$ cat src/rtl/vram_arbiter_pkg.sv
// Shared types and default sizes for the VRAM arbiter: FSM state encoding and bus widths.
`timescale 1ns/1ps
package vram_arbiter_pkg;
  localparam int ADDR_W_DEF       = 16;
  localparam int DATA_W_DEF       = 16;
  localparam int FIFO_DEPTH_DEF   = 4;
  localparam int STARVE_LIMIT_DEF = 8;

  typedef enum logic [1:0] {
    IDLE     = 2'd0,
    RD_ISSUE = 2'd1,
    RD_WAIT  = 2'd2,
    WR       = 2'd3
  } arb_state_e;
endpackage

$ cat src/rtl/vram_arbiter_if.sv
// Bundles the CPU write port, VGA read port and VRAM macro port of the arbiter.
`timescale 1ns/1ps
interface vram_arbiter_if #(
  parameter int ADDR_W = vram_arbiter_pkg::ADDR_W_DEF,
  parameter int DATA_W = vram_arbiter_pkg::DATA_W_DEF
);
  logic              cpu_we;
  logic [ADDR_W-1:0] cpu_addr;
  logic [DATA_W-1:0] cpu_wdata;
  logic              cpu_busy;
  logic              vga_req;
  logic [ADDR_W-1:0] vga_addr;
  logic              vga_ack;
  logic [DATA_W-1:0] vga_rdata;
  logic [ADDR_W-1:0] ram_addr;
  logic [DATA_W-1:0] ram_wdata;
  logic              ram_we;
  logic              ram_re;
  logic [DATA_W-1:0] ram_rdata;
  logic              ovf;

  // Arbiter side
  modport slave (
    input  cpu_we, cpu_addr, cpu_wdata, vga_req, vga_addr, ram_rdata,
    output cpu_busy, vga_ack, vga_rdata, ram_addr, ram_wdata, ram_we, ram_re, ovf
  );

  // Environment side: CPU, VGA and the VRAM macro
  modport master (
    output cpu_we, cpu_addr, cpu_wdata, vga_req, vga_addr, ram_rdata,
    input  cpu_busy, vga_ack, vga_rdata, ram_addr, ram_wdata, ram_we, ram_re, ovf
  );
endinterface

$ cat src/rtl/vram_arbiter_wr_fifo.sv
// Small synchronous FIFO buffering CPU framebuffer writes; head is visible without a pop.
`timescale 1ns/1ps
module vram_wr_fifo #(
  parameter int WIDTH = 32,
  parameter int DEPTH = 4
) (
  input  logic             clk,
  input  logic             rst,
  input  logic             push,
  input  logic [WIDTH-1:0] push_data,
  input  logic             pop,
  output logic [WIDTH-1:0] head,
  output logic             full,
  output logic             empty
);
  localparam int PTR_W = $clog2(DEPTH);

  logic [WIDTH-1:0] mem [DEPTH];
  logic [PTR_W-1:0] wr_ptr_reg;
  logic [PTR_W-1:0] rd_ptr_reg;
  logic [PTR_W:0]   count_reg;
  logic             do_push;
  logic             do_pop;

  assign full    = (count_reg == (PTR_W+1)'(DEPTH));
  assign empty   = (count_reg == '0);
  // A push into a full FIFO is dropped even if a pop happens in the same cycle.
  assign do_push = push && !full;
  assign do_pop  = pop && !empty;
  assign head    = mem[rd_ptr_reg];

  always_ff @(posedge clk or negedge rst) begin
    if (!rst) begin
      wr_ptr_reg <= '0;
      rd_ptr_reg <= '0;
      count_reg  <= '0;
    end else begin
      if (do_push) wr_ptr_reg <= wr_ptr_reg + PTR_W'(1);
      if (do_pop)  rd_ptr_reg <= rd_ptr_reg + PTR_W'(1);
      case ({do_push, do_pop})
        2'b10:   count_reg <= count_reg + (PTR_W+1)'(1);
        2'b01:   count_reg <= count_reg - (PTR_W+1)'(1);
        default: count_reg <= count_reg;
      endcase
    end
  end

  always_ff @(posedge clk) begin
    if (do_push) mem[wr_ptr_reg] <= push_data;
  end
endmodule

$ cat src/rtl/vram_arbiter.sv
// Single-port VRAM arbiter: VGA reads first, buffered CPU writes, starvation guard.
// Define VRAM_ARB_OVF_EN to build the sticky overflow flag on dropped CPU writes.
`timescale 1ns/1ps
module vram_arbiter
  import vram_arbiter_pkg::*;
#(
  parameter int ADDR_W       = ADDR_W_DEF,
  parameter int DATA_W       = DATA_W_DEF,
  parameter int FIFO_DEPTH   = FIFO_DEPTH_DEF,
  parameter int STARVE_LIMIT = STARVE_LIMIT_DEF
) (
  input logic           clk,
  input logic           rst,
  vram_arbiter_if.slave bus
);
  localparam int ENTRY_W = ADDR_W + DATA_W;
  localparam int CNT_W   = $clog2(STARVE_LIMIT + 1);
  localparam logic [CNT_W-1:0] STARVE_MAX = CNT_W'(STARVE_LIMIT);

  arb_state_e         state_reg, state_next;
  logic [CNT_W-1:0]   starve_reg, starve_next;
  logic               rd_grant, wr_grant;
  logic               fifo_full, fifo_empty;
  logic [ENTRY_W-1:0] fifo_head;
  logic [ADDR_W-1:0]  ram_addr_reg;
  logic [DATA_W-1:0]  ram_wdata_reg;
  logic               ram_we_reg, ram_re_reg;
  logic               vga_ack_reg;
  logic [DATA_W-1:0]  vga_rdata_reg;

  vram_wr_fifo #(
    .WIDTH (ENTRY_W),
    .DEPTH (FIFO_DEPTH)
  ) u_wr_fifo (
    .clk       (clk),
    .rst       (rst),
    .push      (bus.cpu_we),
    .push_data ({bus.cpu_addr, bus.cpu_wdata}),
    .pop       (state_reg == WR),
    .head      (fifo_head),
    .full      (fifo_full),
    .empty     (fifo_empty)
  );

  always_comb begin
    state_next  = state_reg;
    starve_next = starve_reg;
    rd_grant    = 1'b0;
    wr_grant    = 1'b0;
    case (state_reg)
      IDLE: begin
        if (!fifo_empty && starve_reg == STARVE_MAX) begin
          wr_grant   = 1'b1;
          state_next = WR;
        end else if (bus.vga_req) begin
          rd_grant   = 1'b1;
          state_next = RD_ISSUE;
        end else if (!fifo_empty) begin
          wr_grant   = 1'b1;
          state_next = WR;
        end
      end
      RD_ISSUE: state_next = RD_WAIT;
      RD_WAIT:  state_next = IDLE;
      WR:       state_next = IDLE;
      default:  state_next = IDLE;
    endcase
    // Only reads granted while writes wait count towards forcing a write.
    if (wr_grant || fifo_empty) begin
      starve_next = '0;
    end else if (rd_grant && starve_reg != STARVE_MAX) begin
      starve_next = starve_reg + CNT_W'(1);
    end
  end

  // RAM controls are registered at grant time so they line up with RD_ISSUE / WR.
  always_ff @(posedge clk or negedge rst) begin
    if (!rst) begin
      state_reg     <= IDLE;
      starve_reg    <= '0;
      ram_addr_reg  <= '0;
      ram_wdata_reg <= '0;
      ram_we_reg    <= 1'b0;
      ram_re_reg    <= 1'b0;
      vga_ack_reg   <= 1'b0;
      vga_rdata_reg <= '0;
    end else begin
      state_reg   <= state_next;
      starve_reg  <= starve_next;
      ram_re_reg  <= rd_grant;
      ram_we_reg  <= wr_grant;
      vga_ack_reg <= (state_reg == RD_WAIT);
      if (rd_grant) ram_addr_reg <= bus.vga_addr;
      if (wr_grant) {ram_addr_reg, ram_wdata_reg} <= fifo_head;
      if (state_reg == RD_WAIT) vga_rdata_reg <= bus.ram_rdata;
    end
  end

  assign bus.cpu_busy  = fifo_full;
  assign bus.ram_addr  = ram_addr_reg;
  assign bus.ram_wdata = ram_wdata_reg;
  assign bus.ram_we    = ram_we_reg;
  assign bus.ram_re    = ram_re_reg;
  assign bus.vga_ack   = vga_ack_reg;
  assign bus.vga_rdata = vga_rdata_reg;

`ifdef VRAM_ARB_OVF_EN
  logic ovf_reg;
  always_ff @(posedge clk or negedge rst) begin
    if (!rst) ovf_reg <= 1'b0;
    else if (bus.cpu_we && fifo_full) ovf_reg <= 1'b1;
  end
  assign bus.ovf = ovf_reg;
`else
  assign bus.ovf = 1'b0;
`endif
endmodule

$ cat src/flat_wrapper.sv
// flat-port wrapper written by rule: the top's interface ports become plain ports
module vram_arbiter_flat import vram_arbiter_pkg::*;
#(
  parameter int ADDR_W       = ADDR_W_DEF,
  parameter int DATA_W       = DATA_W_DEF,
  parameter int FIFO_DEPTH   = FIFO_DEPTH_DEF,
  parameter int STARVE_LIMIT = STARVE_LIMIT_DEF
)
  (clk, rst, bus_cpu_we, bus_cpu_addr, bus_cpu_wdata, bus_vga_req, bus_vga_addr, bus_ram_rdata, bus_cpu_busy, bus_vga_ack, bus_vga_rdata, bus_ram_addr, bus_ram_wdata, bus_ram_we, bus_ram_re, bus_ovf);
  vram_arbiter_if #(.ADDR_W(ADDR_W), .DATA_W(DATA_W)) bus_i ();
  input logic clk;
  input logic rst;
  input wire logic [$bits(bus_i.cpu_we)-1:0] bus_cpu_we;
  input wire logic [$bits(bus_i.cpu_addr)-1:0] bus_cpu_addr;
  input wire logic [$bits(bus_i.cpu_wdata)-1:0] bus_cpu_wdata;
  input wire logic [$bits(bus_i.vga_req)-1:0] bus_vga_req;
  input wire logic [$bits(bus_i.vga_addr)-1:0] bus_vga_addr;
  input wire logic [$bits(bus_i.ram_rdata)-1:0] bus_ram_rdata;
  output wire logic [$bits(bus_i.cpu_busy)-1:0] bus_cpu_busy;
  output wire logic [$bits(bus_i.vga_ack)-1:0] bus_vga_ack;
  output wire logic [$bits(bus_i.vga_rdata)-1:0] bus_vga_rdata;
  output wire logic [$bits(bus_i.ram_addr)-1:0] bus_ram_addr;
  output wire logic [$bits(bus_i.ram_wdata)-1:0] bus_ram_wdata;
  output wire logic [$bits(bus_i.ram_we)-1:0] bus_ram_we;
  output wire logic [$bits(bus_i.ram_re)-1:0] bus_ram_re;
  output wire logic [$bits(bus_i.ovf)-1:0] bus_ovf;
  assign bus_i.cpu_we = bus_cpu_we;
  assign bus_i.cpu_addr = bus_cpu_addr;
  assign bus_i.cpu_wdata = bus_cpu_wdata;
  assign bus_i.vga_req = bus_vga_req;
  assign bus_i.vga_addr = bus_vga_addr;
  assign bus_i.ram_rdata = bus_ram_rdata;
  assign bus_cpu_busy = bus_i.cpu_busy;
  assign bus_vga_ack = bus_i.vga_ack;
  assign bus_vga_rdata = bus_i.vga_rdata;
  assign bus_ram_addr = bus_i.ram_addr;
  assign bus_ram_wdata = bus_i.ram_wdata;
  assign bus_ram_we = bus_i.ram_we;
  assign bus_ram_re = bus_i.ram_re;
  assign bus_ovf = bus_i.ovf;
  vram_arbiter #(.ADDR_W(ADDR_W), .DATA_W(DATA_W), .FIFO_DEPTH(FIFO_DEPTH), .STARVE_LIMIT(STARVE_LIMIT)) u_core (.clk(clk), .rst(rst), .bus(bus_i));
endmodule
$ cat config.mk
export PLATFORM = sky130hd
export DESIGN_NAME = vram_arbiter_flat
export DESIGN_NICKNAME = d
export VERILOG_FILES = /design/src/rtl/vram_arbiter_pkg.sv /design/src/rtl/vram_arbiter_if.sv /design/src/rtl/vram_arbiter_wr_fifo.sv /design/src/rtl/vram_arbiter.sv /design/src/flat_wrapper.sv
export SDC_FILE = /design/constraint.sdc
export NUM_CORES = 1
export LEC_CHECK = 0
export ABC_CLOCK_PERIOD_IN_PS = 1950
export CAP_MARGIN = 25
export CORE_ASPECT_RATIO = 0.5
export CORE_MARGIN = 10
export CORE_UTILIZATION = 50
export CTS_BUF_LIST = sky130_fd_sc_hd__clkbuf_8
export DETAILED_ROUTE_END_ITERATION = 10
export GPL_TIMING_DRIVEN = 0
export PLACE_DENSITY = 0.87
export SLEW_MARGIN = 20
export SYNTH_ARGS = -nofsm -noshare
export SYNTH_HDL_FRONTEND = slang
export SYNTH_HIERARCHICAL = 1
export SYNTH_SLANG_ARGS = --single-unit
$ cat constraint.sdc
create_clock -name clk -period 1.95 [get_ports clk]
set_input_delay 0.39 -clock clk [delete_from_list [all_inputs] [get_ports clk]]
set_output_delay 0.39 -clock clk [all_outputs]
set_load 0.01 [all_outputs]
### Yosys cells after proc, flatten, opt, wreduce, memory -nomap -nowiden

Memory sizes are Yosys's and may differ from the RTL's.
Index checks and enable logic that the tools add are counted.

| operators by class | value |
|---|---|
| $add $sub $neg | 5 |
| reductions and logical operators | 13 |
| mux-type cells | 18 |
| equal/unequal tests | 9 |

Operator list:

| kind | number |
|---|---|
| 2-to-1 mux 16 bit | 2 |
| 2-to-1 mux 1 bit | 9 |
| 2-to-1 mux 4 bit | 2 |
| inequality test 4 bit, second input constant | 2 |
| equality test 2 bit, second input constant | 3 |
| 2-to-1 mux 2 bit | 3 |
| case mux 2 bit (3 select lines) | 1 |
| case mux 3 bit (2 select lines) | 1 |
| nonzero test 2 bit | 3 |
| adder 2 x 1 -> 2 bit, second input constant | 2 |
| adder 4 x 1 -> 4 bit, second input constant | 1 |
| equality test 2 x 1 -> 1 bit, second input constant | 2 |
| equality test 4 bit, second input constant | 1 |
| logical AND 1 bit | 4 |
| adder 3 x 1 -> 3 bit, second input constant | 1 |
| equality test 3 bit, second input constant | 1 |
| zero test 3 bit | 1 |
| subtractor 3 x 1 -> 3 bit, second input constant | 1 |
| zero test 1 bit | 2 |
| zero test 2 bit | 1 |
| OR reduction 2 bit | 1 |
| logical OR 1 bit | 1 |

| storage, ports and cells | value |
|---|---|
| memory bits (writable) | 128 |
| bits of input ports | 68 |
| memories | 1 |
| output and inout port bits | 53 |
| word-level logic and storage cells | 57 |
| register bits | 64 |

Memories:

| name | depth | bits a word | read ports | clocked after Yosys merged registers in | wr ports | RTL line | source |
|---|---|---|---|---|---|---|---|
| u_core.u_wr_fifo.mem | 4 | 32 | 1 | 0 | 1 | vram_arbiter_wr_fifo.sv:18 | `logic [WIDTH-1:0] mem [DEPTH];` |

### Depth between registers and ports, before layout

Gate-level depths: netlist of the first run.

| depth | value |
|---|---|
| depth in word-level cells | 8 |
| depth in mapped cells | 9 |
| gate-level depth less buffers | 9 |

### Modules after synthesis

Netlist of the first run, hierarchy kept.

Modules (own cells, without submodules):

| module | area each (um2) | times used | cells an instance | seq. area each (um2) |
|---|---|---|---|---|
| vram_wr_fifo | 5,091.1 | 1 | 205 | 4,018.9 |
| vram_arbiter | 2,452.4 | 1 | 180 | 1,426.4 |

### Worst setup path after synthesis of the first run

No wires, ideal clock.

| path | value |
|---|---|
| kind | register -> register |
| from | reg u_core.u_wr_fifo.count_reg[2] |
| to | mem u_core.u_wr_fifo.mem[0][0] (enable) |
| slack | -0.070 ns |
| required time | 1.558 ns |
| buffers on the path | 0 |
| stages on the path, launching flop included | 4 |
| setup time | 0.392 ns |
| arrival time | 1.628 ns |
| period minus slack after synthesis | 2.020 ns |
| cells stage by stage | dfrtp_1 -> nor3b_2 -> nor2b_2 -> and2_1 |

| on the way | value |
|---|---|
| longest elaborated chain between the ends | 5 |

RTL lines:

| item | RTL line | source |
|---|---|---|
| from (decl) | vram_arbiter_wr_fifo.sv:21 | `logic [PTR_W:0] count_reg;` |
| from (signal assigned) | vram_arbiter_wr_fifo.sv:41 | `2'b10: count_reg <= count_reg + (PTR_W+1)'(1);` |
| from (signal assigned) | vram_arbiter_wr_fifo.sv:42 | `2'b01: count_reg <= count_reg - (PTR_W+1)'(1);` |
| from (signal assigned) | vram_arbiter_wr_fifo.sv:43 | `default: count_reg <= count_reg;` |
| equality test 3 bit | vram_arbiter_wr_fifo.sv:25 | `assign full = (count_reg == (PTR_W+1)'(DEPTH));` |
| net bus_cpu_busy | flat_wrapper.sv:19 | `output wire logic [$bits(bus_i.cpu_busy)-1:0] bus_cpu_busy;` |
| zero test 1 bit | vram_arbiter_wr_fifo.sv:28 | `assign do_push = push && !full;` |
| logical AND 1 bit | vram_arbiter_wr_fifo.sv:28 |  |
| 2-to-1 mux 1 bit | vram_arbiter_wr_fifo.sv:49 | `if (do_push) mem[wr_ptr_reg] <= push_data;` |
| 2-to-1 mux 1 bit (not written as such) | vram_arbiter_wr_fifo.sv:49 |  |
| to (decl) | vram_arbiter_wr_fifo.sv:18 |  |

The timed path passes the listed nets, and every way through them passes these cells.

### Worst setup path in the final report of the first run

| path | value |
|---|---|
| from | reg u_core.u_wr_fifo.count_reg[0] |
| to | reg u_core.u_wr_fifo.count_reg[2] |

| on the way | value |
|---|---|
| longest elaborated chain between the ends | 5 |
| elaborated cells on any way between the ends | 12 |
| those cells by class | add/sub: 2; eq/ne: 3; mux: 1; reduce/logical: 6 |

RTL lines:

| item | RTL line | source |
|---|---|---|
| equality test 3 bit or zero test 3 bit (tied branches) | vram_arbiter_wr_fifo.sv:25, vram_arbiter_wr_fifo.sv:26 |  |
| zero test 1 bit (on tied branches) | vram_arbiter_wr_fifo.sv:28, vram_arbiter_wr_fifo.sv:29 |  |
| logical AND 1 bit (on tied branches) | vram_arbiter_wr_fifo.sv:28, vram_arbiter_wr_fifo.sv:29 |  |
| equality test 2 x 1 -> 1 bit or equality test 2 bit (tied branches) | vram_arbiter_wr_fifo.sv:40 | `case ({do_push, do_pop})` |
| case mux 3 bit (2 select lines) or nonzero test 2 bit (tied branches) | - |  |

Several ways; a longest one is shown, not always the timed one.
A chain may end at the register's enable or synchronous reset.

==> run summary, run 1 <==
Routed vias = 4104
Largest register FFs = 128
Fin Hold WS = 383 ps
Syn_nets = 461
EDFF count, synth = 128
Post-DP Area = 9000 sq um
1st-iter DRT viols = 219
Critical path, cell by cell = nor3b_4 > nor2b_4 > inv_1 > ha_2 > inv_2 > fa_2 > xor2_1 > nor2_1 > xor2_1
Tcrit/Tclk final = 0.981
Biggest register = u_core/u_wr_fifo/mem
Switching share of power = 0.321
Register area share after synthesis = 0.722
Clk buf depth = 2
DP Wirelength = 10.9 mm
Min-Delay Path Class = input pin to async pin
Crit path max fanout = 4
Clock Pin Slew Worst Setup and Hold Paths = 100 ps
Max Clock Skew = 18.8 ps
Global route overflow = 0
Post-synth top flop = edfxtp_1
Final instance area = 9500 sq um
Post-route ant nets = 0
First-pass GRT wire length = 25.1 mm
Mapped Cells = 385
Clock sink count = 192
TritonRoute pass-1 iters = 5
Area delta synth->final = 26.0%
CP delay by family, top = adder cells
Critical Path RT = 2320 ps
GRT Total Usage = 0.156
Die Area = 20700 sq um
Post-Syn Area = 7540 sq um
Share of power burned in registers = 0.429
Crit-path slowest cell = dfrtp_2
Crit path largest cell delay = 460 ps
Met2 Usage GRT = 0.277
Dpl cells = 703
Antenna Cells = 0
Met3 usage = 0.0426
WL final = 16.0 mm
# IOs = 121
Syn avg cell area = 19.6 sq um
Commonest non-fill, non-tap cells in the layout = edfxtp_1 (128), clkdlybuf4s50_1 (117), dfrtp_1 (61)
Switch Pwr = 4.63 mW
Outcome = completed
Post-synth cell types = 43
Number of global-route vias before repair = 4389
Nets = 608
TNS Setup = 0 ps
Final Hold Viols = 0
Unrepaired setup endpoints after global routing = yes
Synth warn = 6
Cell mode on critical path = xor2_1
H-tree depth = 4
Pwr dens = 1520 nW/um^2
Critical Path AT = 2290 ps
Largest net degree at the start of global routing = 38
Dpl ws = -427 ps
Met1 usage = 0.177
Crit. End Element = register
CTS Root Cell = clkbuf_8
GR peak layer = met2
Worst setup margin = 36.9 ps
Leakage = 3.46 nW
Buf/Inv on CP = 2
GPL Wtd Cong = 0.779
Critical path startpoint category = register
Buffers on Ports = 119
Slew HR = 0.631
Initial antenna violation count = 0
Clk Latency, worst-skew pair = 460 ps
Ys async rst share = 0.333
Final Util = 0.650
Worst Max-Slew Pin Slew = 554 ps
Routed WL per cell = 21.5 um
Register bit total from synthesis = 192
Fin crit period = 1910 ps
Max Clk Rate = 523 MHz
Final Total Pwr = 14.4 mW
Max-slew violations = 0
Initial core utilization = 0.516
Most common cell after layout, fill and taps aside = edfxtp_1
Fraction of layout cells with a size suffix above 1 = 0.259
Die W = 194 um
Clock power frac = 0.170
DRC viols = 0
CTS tree = done
Vias per Instance = 5.52
Non-filler cells, final = 743
Site row count = 31
Critical path class = register to register
Core footprint = 14600 sq um
P_int = 9.77 mW
Worst vdd ir = 0.600 mV
Final setup viols = 0
Die Ht = 107 um
CTS Buf Count = 17
Max-Cap Viols = 0
Comb power frac = 0.400
metal layers:
layer / wire (um) / part of all wire
met5: 0 / 0
met4: 294 / 0.018
met3: 992 / 0.062
met2: 8580 / 0.54
met1: 6090 / 0.38
final cells by class:
class / count / area, sq um
flip-flops and latches: 192 / 5450
multi-input cells: 155 / 1920
clock inverters: 15 / 141
plain buffers: 23 / 188
clock buffers: 17 / 234
fillers: 976 / 5120
inverters: 15 / 56.3
repair buffers: 128 / 1270
well taps: 198 / 248
final timing paths:
path,depth (start not counted),from,to,slack [ps]
max in group asynchronous,3,rst,u_core/u_wr_fifo/wr_ptr_reg[1]$_DFFE_PN0P_,1010
min in group clk,1,u_core/bus.ram_wdata[6]$_DFFE_PN0N_,u_core/bus.ram_wdata[6]$_DFFE_PN0N_,510
worst max register to register,9,u_core/u_wr_fifo/count_reg[0]$_DFFE_PN0P_,u_core/u_wr_fifo/count_reg[2]$_DFFE_PN0P_,40
worst min register to register,1,u_core/bus.ram_wdata[6]$_DFFE_PN0N_,u_core/bus.ram_wdata[6]$_DFFE_PN0N_,510
worst max-delay path,9,u_core/u_wr_fifo/count_reg[0]$_DFFE_PN0P_,u_core/u_wr_fifo/count_reg[2]$_DFFE_PN0P_,40
worst min-delay path,2,rst,u_core/bus.vga_ack$_DFF_PN0_,380
synth_stat cells, types with 4 or more instances:
master     count  area, sq um
mux4_1         4          105
ha_1           7         87.6
mux4_2        28          631
dfrtp_1       64         1600
edfxtp_1     128         3840
nand2_1        4         15.0
a2bb2oi_1      4         35.0
inv_1         15         56.3
buf_2          9         45.0
and2_1         5         31.3
o221a_2        7         78.8
o32a_1         4         40.0
o221a_1        9          101
a21oi_1        4         20.0
clkbuf_1       6         22.5
a21o_1        13         97.6
mux2_2        33          372
cell families after synthesis:
logic type / synth area share
buffers and inverters: 0.0304
XOR/XNOR: 0.00697
other: 0.000497
flip-flops: 0.722
AND/OR/NAND/NOR: 0.0217
adder cells (fa/ha/maj): 0.0143
multiplexers: 0.148
AO/OA/AOI/OAI: 0.0562
timing repair:
action,CTS,global route
pin swaps,1,4
setup buffers,4,3
hold buffers,1,0
hold endpoints to repair,27,0
endpoints found under the setup margin,162,19
gates resized for setup,11,12
power groups by stage:
stage / clock network [mW] / registers, mW / logic, mW
6_report: 2.45 / 6.18 / 5.76
5_1_grt: 2.68 / 6.31 / 6.17
4_1_cts: 2.50 / 6.18 / 5.75
3_5_place_dp: 0 / 6.26 / 5.64
3_3_place_gp: 0 / 6.17 / 5.44
2_1_floorplan: 0 / 6.38 / 3.17
(Power assumes the default switching activity.)
==> run 2: changes to the inputs <==
--- a/config.mk
+++ b/config.mk
@@ -9,11 +9,11 @@
 export CAP_MARGIN = 25
 export CORE_ASPECT_RATIO = 0.5
 export CORE_MARGIN = 10
-export CORE_UTILIZATION = 50
+export CORE_UTILIZATION = 40
 export CTS_BUF_LIST = sky130_fd_sc_hd__clkbuf_8
 export DETAILED_ROUTE_END_ITERATION = 10
 export GPL_TIMING_DRIVEN = 0
-export PLACE_DENSITY = 0.87
+export PLACE_DENSITY = 0.74
 export SLEW_MARGIN = 20
 export SYNTH_ARGS = -nofsm -noshare
 export SYNTH_HDL_FRONTEND = slang
==> run summary, run 2 (synthesized netlist as in run 1, its figures left out) <==
Routed WL per cell = 20.4 um (was 21.5 um)
TNS Setup = -211 ps (was 0 ps)
Crit-path slowest cell = dfrtp_2 (unchanged)
Critical path startpoint category = register (unchanged)
Switch Pwr = 4.73 mW (was 4.63 mW)
DP Wirelength = 10.9 mm (about the same)
Final instance area = 9750 sq um (was 9500 sq um)
1st-iter DRT viols = 204 (was 219)
P_int = 9.98 mW (was 9.77 mW)
Antenna Cells = 0 (unchanged)
Clock power frac = 0.173 (was 0.170)
Die Area = 25100 sq um (was 20700 sq um)
Routed vias = 4018 (was 4104)
Max Clock Skew = 20.1 ps (was 18.8 ps)
Site row count = 35 (was 31)
Post-DP Area = 9090 sq um (was 9000 sq um)
Die W = 214 um (was 194 um)
Max-slew violations = 0 (unchanged)
Clock sink count = 192 (unchanged)
Worst Max-Slew Pin Slew = 576 ps (was 554 ps)
CTS Root Cell = clkbuf_8 (unchanged)
Nets = 615 (was 608)
Unrepaired setup endpoints after global routing = yes (unchanged)
Critical path class = register to register (unchanged)
Fin crit period = 1990 ps (was 1910 ps)
Switching share of power = 0.321 (about the same)
Commonest non-fill, non-tap cells in the layout = edfxtp_1 (128), clkdlybuf4s50_1 (117), dfrtp_1 (61) (unchanged)
Number of global-route vias before repair = 4429 (was 4389)
WL final = 16.5 mm (was 16.0 mm)
Cell mode on critical path = buf_6 (was xor2_1)
DRC viols = 0 (unchanged)
Slew HR = 0.616 (was 0.631)
Fraction of layout cells with a size suffix above 1 = 0.270 (was 0.259)
Worst setup margin = -36.4 ps (was 36.9 ps)
Area delta synth->final = 29.2% (was 26.0%)
First-pass GRT wire length = 25.2 mm (was 25.1 mm)
# IOs = 121 (unchanged)
Critical path, cell by cell = buf_6 > nor3_4 > or3_1 > buf_6 > a21o_4 > buf_12 > clkbuf_16 > mux2_2 (was nor3b_4 > nor2b_4 > inv_1 > ha_2 > inv_2 > fa_2 > xor2_1 > nor2_1 > xor2_1)
Worst vdd ir = 0.682 mV (was 0.600 mV)
Final Total Pwr = 14.7 mW (was 14.4 mW)
Crit path largest cell delay = 430 ps (was 460 ps)
Min-Delay Path Class = input pin to async pin (unchanged)
Most common cell after layout, fill and taps aside = edfxtp_1 (unchanged)
Final Hold Viols = 0 (unchanged)
Max Clk Rate = 503 MHz (was 523 MHz)
GRT Total Usage = 0.131 (was 0.156)
Share of power burned in registers = 0.420 (was 0.429)
CTS Buf Count = 17 (unchanged)
Max-Cap Viols = 0 (unchanged)
Comb power frac = 0.407 (was 0.400)
Pwr dens = 1510 nW/um^2 (was 1520 nW/um^2)
Initial core utilization = 0.409 (was 0.516)
Critical Path AT = 2330 ps (was 2290 ps)
Clock Pin Slew Worst Setup and Hold Paths = 120 ps (was 100 ps)
Buf/Inv on CP = 4 (was 2)
Buffers on Ports = 119 (unchanged)
H-tree depth = 4 (unchanged)
Crit path max fanout = 7 (was 4)
# fillers = 1480 (was 976)
Global route overflow = 0 (unchanged)
CTS tree = done (unchanged)
Vias per Instance = 4.95 (was 5.52)
Clk buf depth = 2 (unchanged)
Clk Latency, worst-skew pair = 450 ps (was 460 ps)
TritonRoute pass-1 iters = 4 (was 5)
GPL Wtd Cong = 0.707 (was 0.779)
Leakage = 3.54 nW (was 3.46 nW)
Initial antenna violation count = 0 (unchanged)
Final setup viols = 14 (was 0)
Crit. End Element = register (unchanged)
Largest register FFs = 128 (unchanged)
Failing checks = setup timing
Tcrit/Tclk final = 1.02 (was 0.981)
Biggest register = u_core/u_wr_fifo/mem (unchanged)
CP delay by family, top = buffers and inverters (was adder cells)
Die Ht = 117 um (was 107 um)
Core footprint = 18400 sq um (was 14600 sq um)
Post-route ant nets = 0 (unchanged)
Critical Path RT = 2290 ps (was 2320 ps)
Largest net degree at the start of global routing = 44 (was 38)
Dpl ws = -465 ps (was -427 ps)
Outcome = finished, violations left (was completed)
==> run 2: worst paths after layout <==
kind / startpoint / to / slack, ps / cells past startpoint
setup / recovery: u_core/u_wr_fifo/count_reg[0]$_DFFE_PN0P_ / u_core/bus.ram_wdata[4]$_DFFE_PN0N_ / -40 / 8
hold / removal: rst / u_core/bus.ram_wdata[10]$_DFFE_PN0N_ / 390 / 2
setup reg to reg: u_core/u_wr_fifo/count_reg[0]$_DFFE_PN0P_ / u_core/bus.ram_wdata[4]$_DFFE_PN0N_ / -40 / 8
hold reg to reg: u_core/bus.vga_rdata[1]$_DFFE_PN0P_ / u_core/bus.vga_rdata[1]$_DFFE_PN0P_ / 510 / 1
max in group asynchronous: rst / u_core/bus.vga_rdata[15]$_DFFE_PN0P_ / 980 / 3
min in group clk: u_core/bus.vga_rdata[1]$_DFFE_PN0P_ / u_core/bus.vga_rdata[1]$_DFFE_PN0P_ / 510 / 1
==> run 2: per-layer routing <==
metal	wire length, um	global-route usage
met5	0	0
met4	106	0.0380
met3	620	0.0295
met2	8780	0.236
met1	7000	0.158
==> run 2: what timing repair did <==
| action | in CTS | in global routing |
|---|---|---|
| resized for setup | 13 | 20 |
| endpoints found under the setup margin | 161 | 32 |
| setup buffers | 4 | 9 |
| hold buffers | 1 | 0 |
| pin swaps | 1 | 5 |
| gates cloned | 0 | 1 |
| hold endpoints to repair | 21 | 0 |
==> run 2: power by group through the flow <==
| stage | Clock (mW) | Combinational (mW) | Sequential, mW |
|---|---|---|---|
| after floorplan | 0 | 3.17 | 6.38 |
| after global placement | 0 | 5.50 | 6.20 |
| after detailed placement | 0 | 5.63 | 6.26 |
| after CTS | 2.63 | 5.75 | 6.19 |
| after global routing | 2.78 | 6.46 | 6.32 |
| final | 2.55 | 5.99 | 6.17 |
==> run 2: per-stage QoR <==
step / hold slack [ps] / util / cells
after CTS: 365 / 0.519 / 801
after detailed placement: 340 / 0.493 / 764
after floorplan: 94.4 / - / 385
final: 393 / 0.529 / 811
after global placement: 487 / 0.492 / 763
after global routing: 393 / 0.529 / 811
==> run 2: cell type report <==
type                       count  area, sq um  share of cell area
tap                          259          324              0.0333
inverter                      15         56.3             0.00578
multi-input combinational    155         1930               0.198
buffer                        23          213              0.0218
sequential                   192         5450               0.559
clock buffer                  17          234              0.0240
timing repair buffer         135         1370               0.140
clock inverter                15          169              0.0173
==> run 2: worst reg2reg max path, cell delays in order (launching register included) <==
cell and delay (ps):
dfrtp_2 430, buf_6 120, nor3_4 40, or3_1 360, buf_6 140, a21o_4 220
buf_12 140, clkbuf_16 150, mux2_2 270
==> run 3: changes to the inputs <==
--- a/config.mk
+++ b/config.mk
@@ -8,7 +8,7 @@
 export ABC_CLOCK_PERIOD_IN_PS = 1950
 export CAP_MARGIN = 25
 export CORE_ASPECT_RATIO = 0.5
-export CORE_MARGIN = 10
+export CORE_MARGIN = 2
 export CORE_UTILIZATION = 40
 export CTS_BUF_LIST = sky130_fd_sc_hd__clkbuf_8
 export DETAILED_ROUTE_END_ITERATION = 10
==> run summary, run 3 (synthesized netlist as in run 1, its figures left out) <==
Clk Latency, worst-skew pair = 450 ps (about the same)
Routed vias = 4002 (was 4018)
Final Total Pwr = 14.8 mW (was 14.7 mW)
Comb power frac = 0.402 (was 0.407)
P_int = 10.1 mW (was 9.98 mW)
Max-slew violations = 0 (unchanged)
Multi-input logic area = 1940 sq um (was 1930 sq um)
Fin crit period = 2030 ps (was 1990 ps)
Post-route ant nets = 0 (unchanged)
Die Area = 20000 sq um (was 25100 sq um)
Die W = 198 um (was 214 um)
Die Ht = 101 um (was 117 um)
Met1 usage = 0.203 (was 0.158)
Cell mode on critical path = buf_6 (unchanged)
Max-Cap Viols = 0 (unchanged)
Crit path largest cell delay = 420 ps (was 430 ps)
TritonRoute pass-1 iters = 5 (was 4)
Number of global-route vias before repair = 4173 (was 4429)
Routed WL per cell = 19.2 um (was 20.4 um)
Switch Pwr = 4.73 mW (about the same)
Unrepaired setup endpoints after global routing = yes (unchanged)
Largest register FFs = 128 (unchanged)
First-pass GRT wire length = 23.2 mm (was 25.2 mm)
Nets = 611 (was 615)
Worst setup margin = -76.1 ps (was -36.4 ps)
Critical path, cell by cell = buf_6 > nor3_4 > or3_1 > buf_6 > a21o_4 > clkbuf_16 > buf_12 > o221a_1 (was buf_6 > nor3_4 > or3_1 > buf_6 > a21o_4 > buf_12 > clkbuf_16 > mux2_2)
Register Area = 5450 sq um (about the same)
Site row count = 35 (unchanged)
Biggest register = u_core/u_wr_fifo/mem (unchanged)
GR peak layer = met2 (unchanged)
Clock sink count = 192 (unchanged)
Final Hold Viols = 0 (unchanged)
Switching share of power = 0.319 (was 0.321)
Initial antenna violation count = 0 (unchanged)
Clock power frac = 0.182 (was 0.173)
WL final = 15.5 mm (was 16.5 mm)
Antenna Cells = 0 (unchanged)
Met2 Usage GRT = 0.279 (was 0.236)
Buffers on Ports = 119 (unchanged)
1st-iter DRT viols = 231 (was 204)
Critical Path AT = 2370 ps (was 2330 ps)
# fillers = 1495 (was 1480)
GRT Total Usage = 0.158 (was 0.131)
Slew HR = 0.600 (was 0.616)
Outcome = finished, violations left (unchanged)
R2R setup slack = -80 ps (was -40 ps)
Final setup viols = 9 (was 14)
Fin Hold WS = 335 ps (was 393 ps)
CTS Root Cell = clkbuf_8 (unchanged)
Leakage = 3.53 nW (was 3.54 nW)
Largest net degree at the start of global routing = 53 (was 44)
Worst vdd ir = 0.843 mV (was 0.682 mV)
CTS Buf Count = 17 (unchanged)
CTS tree = done (unchanged)
Commonest non-fill, non-tap cells in the layout = edfxtp_1 (128), clkdlybuf4s50_1 (117), dfrtp_1 (62) (was edfxtp_1 (128), clkdlybuf4s50_1 (117), dfrtp_1 (61))
Clock Pin Slew Worst Setup and Hold Paths = 120 ps (about the same)
Failing checks = setup timing (unchanged)
Crit-path slowest cell = dfrtp_1 (was dfrtp_2)
Global route overflow = 0 (unchanged)
Buf/Inv on CP = 4 (unchanged)
DRC viols = 0 (unchanged)
Crit path max fanout = 10 (was 7)
Critical path class = register to register (unchanged)
Area delta synth->final = 29.0% (was 29.2%)
Max Clock Skew = 17.0 ps (was 20.1 ps)
Met3 usage = 0.0304 (was 0.0295)
DP Wirelength = 9.64 mm (was 10.9 mm)
Most common cell after layout, fill and taps aside = edfxtp_1 (unchanged)
# IOs = 121 (unchanged)
Critical Path RT = 2290 ps (about the same)
Clk buf depth = 2 (unchanged)
Core footprint = 18400 sq um (unchanged)
Min-Delay Path Class = input pin to async pin (unchanged)
Pwr dens = 1520 nW/um^2 (was 1510 nW/um^2)
CP delay by family, top = buffers and inverters (unchanged)
H-tree depth = 4 (unchanged)
Vias per Instance = 4.96 (was 4.95)
Critical path startpoint category = register (unchanged)
GPL Wtd Cong = 0.770 (was 0.707)
Worst Max-Slew Pin Slew = 599 ps (was 576 ps)
Share of power burned in registers = 0.416 (was 0.420)
Fraction of layout cells with a size suffix above 1 = 0.268 (was 0.270)
Crit. End Element = register (unchanged)
Max Clk Rate = 494 MHz (was 503 MHz)
Tcrit/Tclk final = 1.04 (was 1.02)
Initial core utilization = 0.409 (unchanged)
==> run 3: cell types whose count changed in the layout (fill, tap and decap cells not counted), moves of 2 or more <==
cell      delta
inv_6        -2
buf_4        -4
mux2_4       +2
mux2_2       -2
clkinv_8     -2
inv_1        -2
inv_8        +3
==> run 3: worst paths after layout <==
check                                                               start                                         to  cells after the start
worst max-delay path            u_core/u_wr_fifo/count_reg[2]$_DFFE_PN0P_         u_core/bus.ram_addr[8]$_DFFE_PN0P_                      8
worst min-delay path                                                  rst        u_core/bus.ram_wdata[0]$_DFFE_PN0N_                      2
worst max register to register  u_core/u_wr_fifo/count_reg[2]$_DFFE_PN0P_         u_core/bus.ram_addr[8]$_DFFE_PN0P_                      8
worst min register to register        u_core/bus.vga_rdata[1]$_DFFE_PN0P_        u_core/bus.vga_rdata[1]$_DFFE_PN0P_                      1
max in group asynchronous                                             rst  u_core/u_wr_fifo/count_reg[0]$_DFFE_PN0P_                      3
min in group clk                      u_core/bus.vga_rdata[1]$_DFFE_PN0P_        u_core/bus.vga_rdata[1]$_DFFE_PN0P_                      1
==> run 3: through the flow <==
stage | cell area (sq um) | setup WS (ps) | std cells | util | setup TNS (ps)
final | 9730 | -76.1 | 807 | 0.528 | -564
after global routing | 9730 | -123 | 807 | 0.528 | -1380
after CTS | 9610 | -126 | 804 | 0.521 | -7890
after detailed placement | 9090 | -510 | 764 | 0.493 | -73840
after global placement | 9060 | -1970 | 763 | 0.492 | -195160
after floorplan | 7550 | 11.8 | 385 | - | 0
==> run 3: layer usage <==
| layer | vias up | share of wire |
|---|---|---|
| met5 | - | 0 |
| met4 | 0 | 0.0084 |
| met3 | 9 | 0.037 |
| met2 | 77 | 0.51 |
| met1 | 2091 | 0.44 |
| li1 | 1825 | - |
==> run 3: cell type report <==
type / count / area share
flip-flops and latches: 192 / 0.560
multi-input cells: 155 / 0.199
repair buffers: 131 / 0.136
well taps: 259 / 0.0333
clock buffers: 17 / 0.0241
plain buffers: 23 / 0.0224
clock inverters: 15 / 0.0192
inverters: 15 / 0.00579
==> run 3: repair_timing <==
action / 4_1_cts / 5_1_grt
hold endpoints to repair: 12 / 0
setup buffers: 7 / 2
hold buffers: 1 / 0
cloned: 0 / 1
endpoints found under the setup margin: 159 / 96
resized for setup: 13 / 24
pin swaps: 4 / 3
==> run 3: power groups by stage <==
stage               combinational [mW]  sequential (mW)  clock [mW]
global placement                  5.43             6.20           0
floorplan                         3.17             6.38           0
finish                            5.96             6.16        2.70
detailed placement                5.58             6.26           0
CTS                               5.77             6.17        2.79
global route                      6.37             6.29        2.95
